File: src/rtl/lynx_tape_pkg.sv
// Shared types and default timing constants for the Lynx tape capture block.
package lynx_tape_pkg;

    // Capture session state
    typedef enum logic [1:0] {
        ST_IDLE   = 2'd0,
        ST_LEADER = 2'd1,
        ST_DATA   = 2'd2,
        ST_DONE   = 2'd3
    } state_t;

    // One-ce symbol produced by the period meter
    typedef enum logic [1:0] {
        SYM_NONE = 2'd0,
        SYM_ZERO = 2'd1,
        SYM_ONE  = 2'd2,
        SYM_GAP  = 2'd3
    } sym_t;

    // Default thresholds, in ce ticks
    localparam int DEF_CW         = 14;
    localparam int DEF_MIN_P      = 200;
    localparam int DEF_THRESH     = 2000;
    localparam int DEF_TIMEOUT    = 8000;
    localparam int DEF_LEADER_MIN = 64;

endpackage

File: src/rtl/tape_period_meter.sv
// Synchronizes the tape bit, measures the time between rising edges and
// classifies each period into a symbol (zero, one, gap) valid for one ce.
module tape_period_meter
    import lynx_tape_pkg::*;
#(
    parameter int CW      = DEF_CW,
    parameter int MIN_P   = DEF_MIN_P,
    parameter int THRESH  = DEF_THRESH,
    parameter int TIMEOUT = DEF_TIMEOUT
) (
    input  logic clock,
    input  logic reset,
    input  logic ce,
    input  logic arm_clr,
    input  logic tape_in,
    output sym_t sym
);

    localparam logic [CW-1:0] MIN_C     = CW'(MIN_P);
    localparam logic [CW-1:0] THRESH_C  = CW'(THRESH);
    localparam logic [CW-1:0] TIMEOUT_C = CW'(TIMEOUT);
    localparam logic [CW-1:0] GAP_AT_C  = CW'(TIMEOUT - 1);

    logic          sync_1;
    logic          sync_2;
    logic          prev_ce;
    logic          armed;
    logic [CW-1:0] count;
    logic          rise;
    logic          restart;
    logic          set_arm;
    logic          gap;

    // Two-flop synchronizer, runs every clock regardless of ce
    always_ff @(posedge clock or posedge reset) begin
        if (reset) begin
            sync_1 <= 1'b0;
            sync_2 <= 1'b0;
        end else begin
            sync_1 <= tape_in;
            sync_2 <= sync_1;
        end
    end

    assign rise = ce && sync_2 && !prev_ce;

    // Classify the edge against the running count; a glitch leaves the count running
    always_comb begin
        sym     = SYM_NONE;
        restart = 1'b0;
        set_arm = 1'b0;
        gap     = 1'b0;
        if (rise) begin
            if (!armed) begin
                set_arm = 1'b1;
                restart = 1'b1;
            end else if (count < MIN_C) begin
                restart = 1'b0;
            end else if (count <= THRESH_C) begin
                sym     = SYM_ZERO;
                restart = 1'b1;
            end else if (count < TIMEOUT_C) begin
                sym     = SYM_ONE;
                restart = 1'b1;
            end else begin
                set_arm = 1'b1;
                restart = 1'b1;
            end
        end
        if (ce && !restart && count == GAP_AT_C) begin
            sym = SYM_GAP;
            gap = 1'b1;
        end
    end

    // Saturating period counter, previous-ce sample and armed flag
    always_ff @(posedge clock or posedge reset) begin
        if (reset) begin
            prev_ce <= 1'b0;
            count   <= '0;
            armed   <= 1'b0;
        end else if (ce) begin
            prev_ce <= sync_2;
            if (restart)
                count <= '0;
            else if (count != TIMEOUT_C)
                count <= count + 1'b1;
            if (arm_clr || gap)
                armed <= 1'b0;
            else if (set_arm)
                armed <= 1'b1;
        end
    end

endmodule

File: src/rtl/lynx_tape_capture.sv
// Decodes the Lynx cassette output waveform into bytes with a running address.
// Session flow: leader of zero-cycles, a sync one, then MSB-first data bytes,
// ended by a gap (clean end or mid-byte error) or by the motor dropping.
module lynx_tape_capture
    import lynx_tape_pkg::*;
#(
    parameter int CW         = DEF_CW,
    parameter int MIN_P      = DEF_MIN_P,
    parameter int THRESH     = DEF_THRESH,
    parameter int TIMEOUT    = DEF_TIMEOUT,
    parameter int LEADER_MIN = DEF_LEADER_MIN
) (
    input  logic        clock,
    input  logic        reset,
    input  logic        ce,
    input  logic        motor,
    input  logic        tape_in,
    output logic [7:0]  byte_data,
    output logic        byte_valid,
    output logic [15:0] byte_addr,
    output logic        busy,
    output logic        done,
    output logic        err
);

    localparam int            LW     = $clog2(LEADER_MIN + 1);
    localparam logic [LW-1:0] LMIN_C = LW'(LEADER_MIN);

    state_t        state;
    sym_t          sym;
    logic          arm_clr;
    logic [LW-1:0] leader_cnt;
    logic [2:0]    bitcnt;
    logic [7:0]    shreg;
    logic          bit_val;
    logic          is_bit;

    // A new session must see its first edge as an arming edge
    assign arm_clr = (state == ST_IDLE) && motor;
    assign is_bit  = (sym == SYM_ZERO) || (sym == SYM_ONE);
    assign bit_val = (sym == SYM_ONE);

    tape_period_meter #(
        .CW      (CW),
        .MIN_P   (MIN_P),
        .THRESH  (THRESH),
        .TIMEOUT (TIMEOUT)
    ) u_meter (
        .clock   (clock),
        .reset   (reset),
        .ce      (ce),
        .arm_clr (arm_clr),
        .tape_in (tape_in),
        .sym     (sym)
    );

    // Session state machine with shift register, byte strobe and address counter
    always_ff @(posedge clock or posedge reset) begin
        if (reset) begin
            state      <= ST_IDLE;
            leader_cnt <= '0;
            bitcnt     <= '0;
            shreg      <= '0;
            byte_data  <= '0;
            byte_valid <= 1'b0;
            byte_addr  <= '0;
            busy       <= 1'b0;
            done       <= 1'b0;
            err        <= 1'b0;
        end else begin
            // Strobe lasts one clock; the address advances on the clock after it
            byte_valid <= 1'b0;
            if (byte_valid)
                byte_addr <= byte_addr + 16'd1;
            if (ce) begin
                case (state)
                    ST_IDLE: begin
                        if (motor) begin
                            state      <= ST_LEADER;
                            busy       <= 1'b1;
                            byte_addr  <= '0;
                            leader_cnt <= '0;
                            done       <= 1'b0;
                            err        <= 1'b0;
                        end
                    end
                    ST_LEADER: begin
                        if (!motor) begin
                            state <= ST_IDLE;
                            busy  <= 1'b0;
                        end else begin
                            case (sym)
                                SYM_ZERO: begin
                                    if (leader_cnt != LMIN_C)
                                        leader_cnt <= leader_cnt + 1'b1;
                                end
                                SYM_ONE: begin
                                    if (leader_cnt == LMIN_C) begin
                                        state  <= ST_DATA;
                                        bitcnt <= '0;
                                    end else begin
                                        leader_cnt <= '0;
                                    end
                                end
                                SYM_GAP:  leader_cnt <= '0;
                                default:  leader_cnt <= leader_cnt;
                            endcase
                        end
                    end
                    ST_DATA: begin
                        if (!motor) begin
                            state  <= ST_IDLE;
                            busy   <= 1'b0;
                            bitcnt <= '0;
                        end else if (is_bit) begin
                            shreg  <= {shreg[6:0], bit_val};
                            bitcnt <= bitcnt + 3'd1;
                            if (bitcnt == 3'd7) begin
                                byte_data  <= {shreg[6:0], bit_val};
                                byte_valid <= 1'b1;
                            end
                        end else if (sym == SYM_GAP) begin
                            state  <= ST_DONE;
                            busy   <= 1'b0;
                            done   <= 1'b1;
                            err    <= (bitcnt != 3'd0);
                            bitcnt <= '0;
                        end
                    end
                    ST_DONE: begin
                        if (!motor)
                            state <= ST_IDLE;
                    end
                    default: begin
                        state <= ST_IDLE;
                        busy  <= 1'b0;
                    end
                endcase
            end
        end
    end

endmodule

File: config.mk
export PLATFORM = sky130hd
export DESIGN_NAME = lynx_tape_capture
export DESIGN_NICKNAME = d
export VERILOG_FILES = /design/src/rtl/lynx_tape_pkg.sv /design/src/rtl/tape_period_meter.sv /design/src/rtl/lynx_tape_capture.sv
export SDC_FILE = /design/constraint.sdc
export NUM_CORES = 1
export LEC_CHECK = 0
export BUFFER_PORTS_ARGS = -buffer_cell sky130_fd_sc_hd__buf_2
export CELL_PAD_IN_SITES_DETAIL_PLACEMENT = 1
export CELL_PAD_IN_SITES_GLOBAL_PLACEMENT = 1
export CORE_MARGIN = 4
export CORE_UTILIZATION = 49
export DETAILED_ROUTE_END_ITERATION = 6
export PLACE_DENSITY = 0.85
export SLEW_MARGIN = 5
export SYNTH_ARGS = -nofsm -noshare
export SYNTH_HDL_FRONTEND = slang
export SYNTH_SLANG_ARGS = --single-unit
File: constraint.sdc
create_clock -name clock -period 7.8 [get_ports clock]
set_input_delay 0.78 -clock clock [delete_from_list [all_inputs] [get_ports clock]]
set_output_delay 0.78 -clock clock [all_outputs]
set_load 0.01 [all_outputs]
==> metrics.yaml <==
synth:
  synthFlopType: "dfrtp_1"
  yosysTopAreaCellShare: 0.490
  syn-num-nets: 366
  synth_enable_flop_cells: 0
  synthTopCellsByCount: "65 x dfrtp_1, 47 x nand2_1, 36 x nor2_1, 20 x o21ai_0, 18 x inv_1"
  synth_cell_types: 43
  async_reset_ff_frac: 1.00
  yosysTopAreaCell: "dfrtp_1"
  ys_ff_latch: 65
  yosysWarnings: 0
  syn_inst: 346
  ys_top_cells_by_area: "dfrtp_1 49%, ha_1 5.7%, nand2_1 5.3%"
  synth-seq-area-share: 0.490
  synth_area_per_cell_um2: 9.60
  synth_most_common_cell: "dfrtp_1"
  syn_area_um2: 3320
timing:
  period_share: 0.473
  report.final.slew_viol_count: 0
  relSlewSlack: 0.463
  worst_pin_slew_ns: 0.805
  finalHoldViolCount: 0
  fmax_ghz: 0.271
  fin_setup_tns_ns: 0
  fin_skew_ns: 0.00602
  rsz0062_at_grt: "false"
  period_needed_ns: 3.69
  setup_viol: 0
power_and_ir_drop:
  p_int_w: 0.000615
  ir_worst_vdd_v: 0.000179
  p_switching_w: 0.000292
  seq_power_share: 0.447
  power.share.clock: 0.349
  total_power_w: 0.000907
  p_leak_nw: 1.86
  switching_share: 0.322
  comb_power_share: 0.204
  p_per_area_nw_per_um2: 242
flow_run:
  drv_cap: 0
clock_tree:
  clk_path_buf_depth: 2
  cts_resized: 0
  root_buffer: "clkbuf_8"
  post_cts.repair.setup_buffers: 0
  htree_levels: 3
  cts_buffers: 9
  cts_tree: "done"
  cts-hold-fix-buffers: 0
  cts_sinks: 65
  clk-insertion-delay-late_ns: 0.35
  path_clk_slew_ns: 0.07
route:
  routed-wl-met2_um: 4090
  drt_first_pass_iters: 4
  viasPerCell: 5.73
  antenna_left: 0
  highest_layer: "met4"
  drt_iter0_drc: 102
  drc: 0
  wl_met1_um: 3600
  num_vias: 2648
  wl_met3_um: 289
  routed_wirelength_um: 8120
  wl_per_cell_um: 17.6
finish:
  drive_gt1_frac: 0.166
  design_area_um2: 3760
  layout.cells.non_filler: 462
  fillers: 757
  antennaDiodeCount: 0
  nets: 401
  area_growth_pct: 13.1
hold_path:
  min_from: "u_meter.sync_1$_DFF_PP0_"
  holdPathStages: 0
  hp-class: "reg2reg"
  hold_end: "u_meter.sync_2$_DFF_PP0_"
grt:
  grt_pass1_vias: 2906
  antenna_found_initial: 0
  grt_max_degree: 66
  grt-ovfl-total: 0
  grt_pass1_wl_um: 14100
  grt_use_total: 0.214
setup_path:
  criticalPathCategory: "reg2reg"
  ff2ff_setup_slack_ns: 4.11
  rr_endpoint: "leader_cnt[5]$_DFFE_PP0P_"
  ff2ff_path_depth: 11
  cp-start-kind: "flop"
  cp.required_ns: 8.08
  rr_startpoint: "u_meter.count[6]$_DFFE_PP0P_"
  cp_max_fo: 15
  end_kind: "flop"
  cp.arrival_ns: 3.97
place:
  dpl_cell_area_um2: 3550
  place_congestion: 0.787
  numPortBuffers: 32
  dp_hpwl_um: 5540
  dp_cells: 447
floorplan:
  start_util: 0.514
  die_area_um2: 8160
  core-area_um2: 6460
  fp.dieH_um: 90.3
  rows: 29
  die_x_um: 90.3
  ios: 33
outcome:
  status: "complete, no violations"
-- sequential cells by signal (all words and copies together), names as in the netlist, 2 cells and up --
register,count
bitcnt,3
byte_addr,16
state,2
leader_cnt,7
shreg,7
u_meter.count,14
byte_data,8
-- layout make-up --
cell class                 instances  area (µm²)  area share
timing repair buffer              33         168      0.0446
tap                               77        96.3      0.0256
inverter                          19        71.3      0.0190
multi-input combinational        253        1590       0.422
sequential                        65        1630       0.433
clock buffer                       9         124      0.0330
clock inverter                     6        83.8      0.0223
-- metrics by stage --
stage                     hold slack (ns)  setup WS (ns)   util
after floorplan                     0.331           4.64      -
after global placement              0.336           4.07  0.549
after detailed placement            0.340           3.88  0.549
after CTS                           0.356           4.13  0.582
after global routing                0.363           3.78  0.582
final                               0.365           4.11  0.582
-- placed cells by master, fill, tap and decap left out, types with 4 or more instances in the layout --
cell	count
a21oi_1	8
nor3_1	9
and2_1	7
o31ai_1	5
xnor2_1	11
nand2_1	47
clkbuf_8	9
dfrtp_1	65
nor2_1	36
inv_1	17
mux2_2	8
buf_2	32
o21ai_0	20
nand3_1	15
and3_1	5
ha_1	15
nand2b_1	5
nand4_1	11
xor2_1	13
mux2i_1	4
-- power groups by stage --
| stage | Clock, W | Combinational [W] | Sequential, W |
|---|---|---|---|
| floorplan | 0 | 0.000137 | 0.000402 |
| global placement | 0 | 0.000171 | 0.000408 |
| detailed placement | 0 | 0.000183 | 0.000411 |
| CTS | 0.000321 | 0.000187 | 0.000405 |
| global route | 0.000337 | 0.000212 | 0.000412 |
| finish | 0.000316 | 0.000185 | 0.000405 |
-- worst max path at each step --
stage,startpoint,end,slack [ns],depth (start not counted)
2_1_floorplan,ce,leader_cnt[5]$_DFFE_PP0P_,4.64,11
3_3_place_gp,ce,leader_cnt[5]$_DFFE_PP0P_,4.07,11
3_5_place_dp,ce,leader_cnt[5]$_DFFE_PP0P_,3.88,11
4_1_cts,u_meter.count[6]$_DFFE_PP0P_,leader_cnt[5]$_DFFE_PP0P_,4.13,11
5_1_grt,u_meter.count[6]$_DFFE_PP0P_,leader_cnt[5]$_DFFE_PP0P_,3.78,11
6_report,u_meter.count[6]$_DFFE_PP0P_,leader_cnt[5]$_DFFE_PP0P_,4.11,11
-- worst max-delay path, cell delays in order, from the launching register on --
cell      delay [ns]
dfrtp_1         0.48
nand2_1         0.19
o211a_1         0.29
a21oi_2         0.60
or4_4           0.28
nand2_1         0.08
ha_1            0.43
nor2_1          0.08
a211oi_1        0.24
o21ai_1         0.27
or4_1           0.57
nand3_1         0.11
-- layer usage --
layer / GRT usage / vias to the layer above
met4: 0.0918 / 0
met5: 0 / -
met1: 0.263 / 1335
met3: 0.0525 / 14
met2: 0.358 / 52
li1: - / 1247
-- cell families after synthesis --
group / Yosys count / share of synthesized area
AND/OR/NAND/NOR: 155 / 0.233
flip-flops: 65 / 0.490
AO/OA/AOI/OAI: 47 / 0.0859
buffers and inverters: 28 / 0.0324
XOR/XNOR: 24 / 0.0633
adder cells (fa/ha/maj): 15 / 0.0565
multiplexers: 12 / 0.0392
Power figures use the tool's default switching activity.
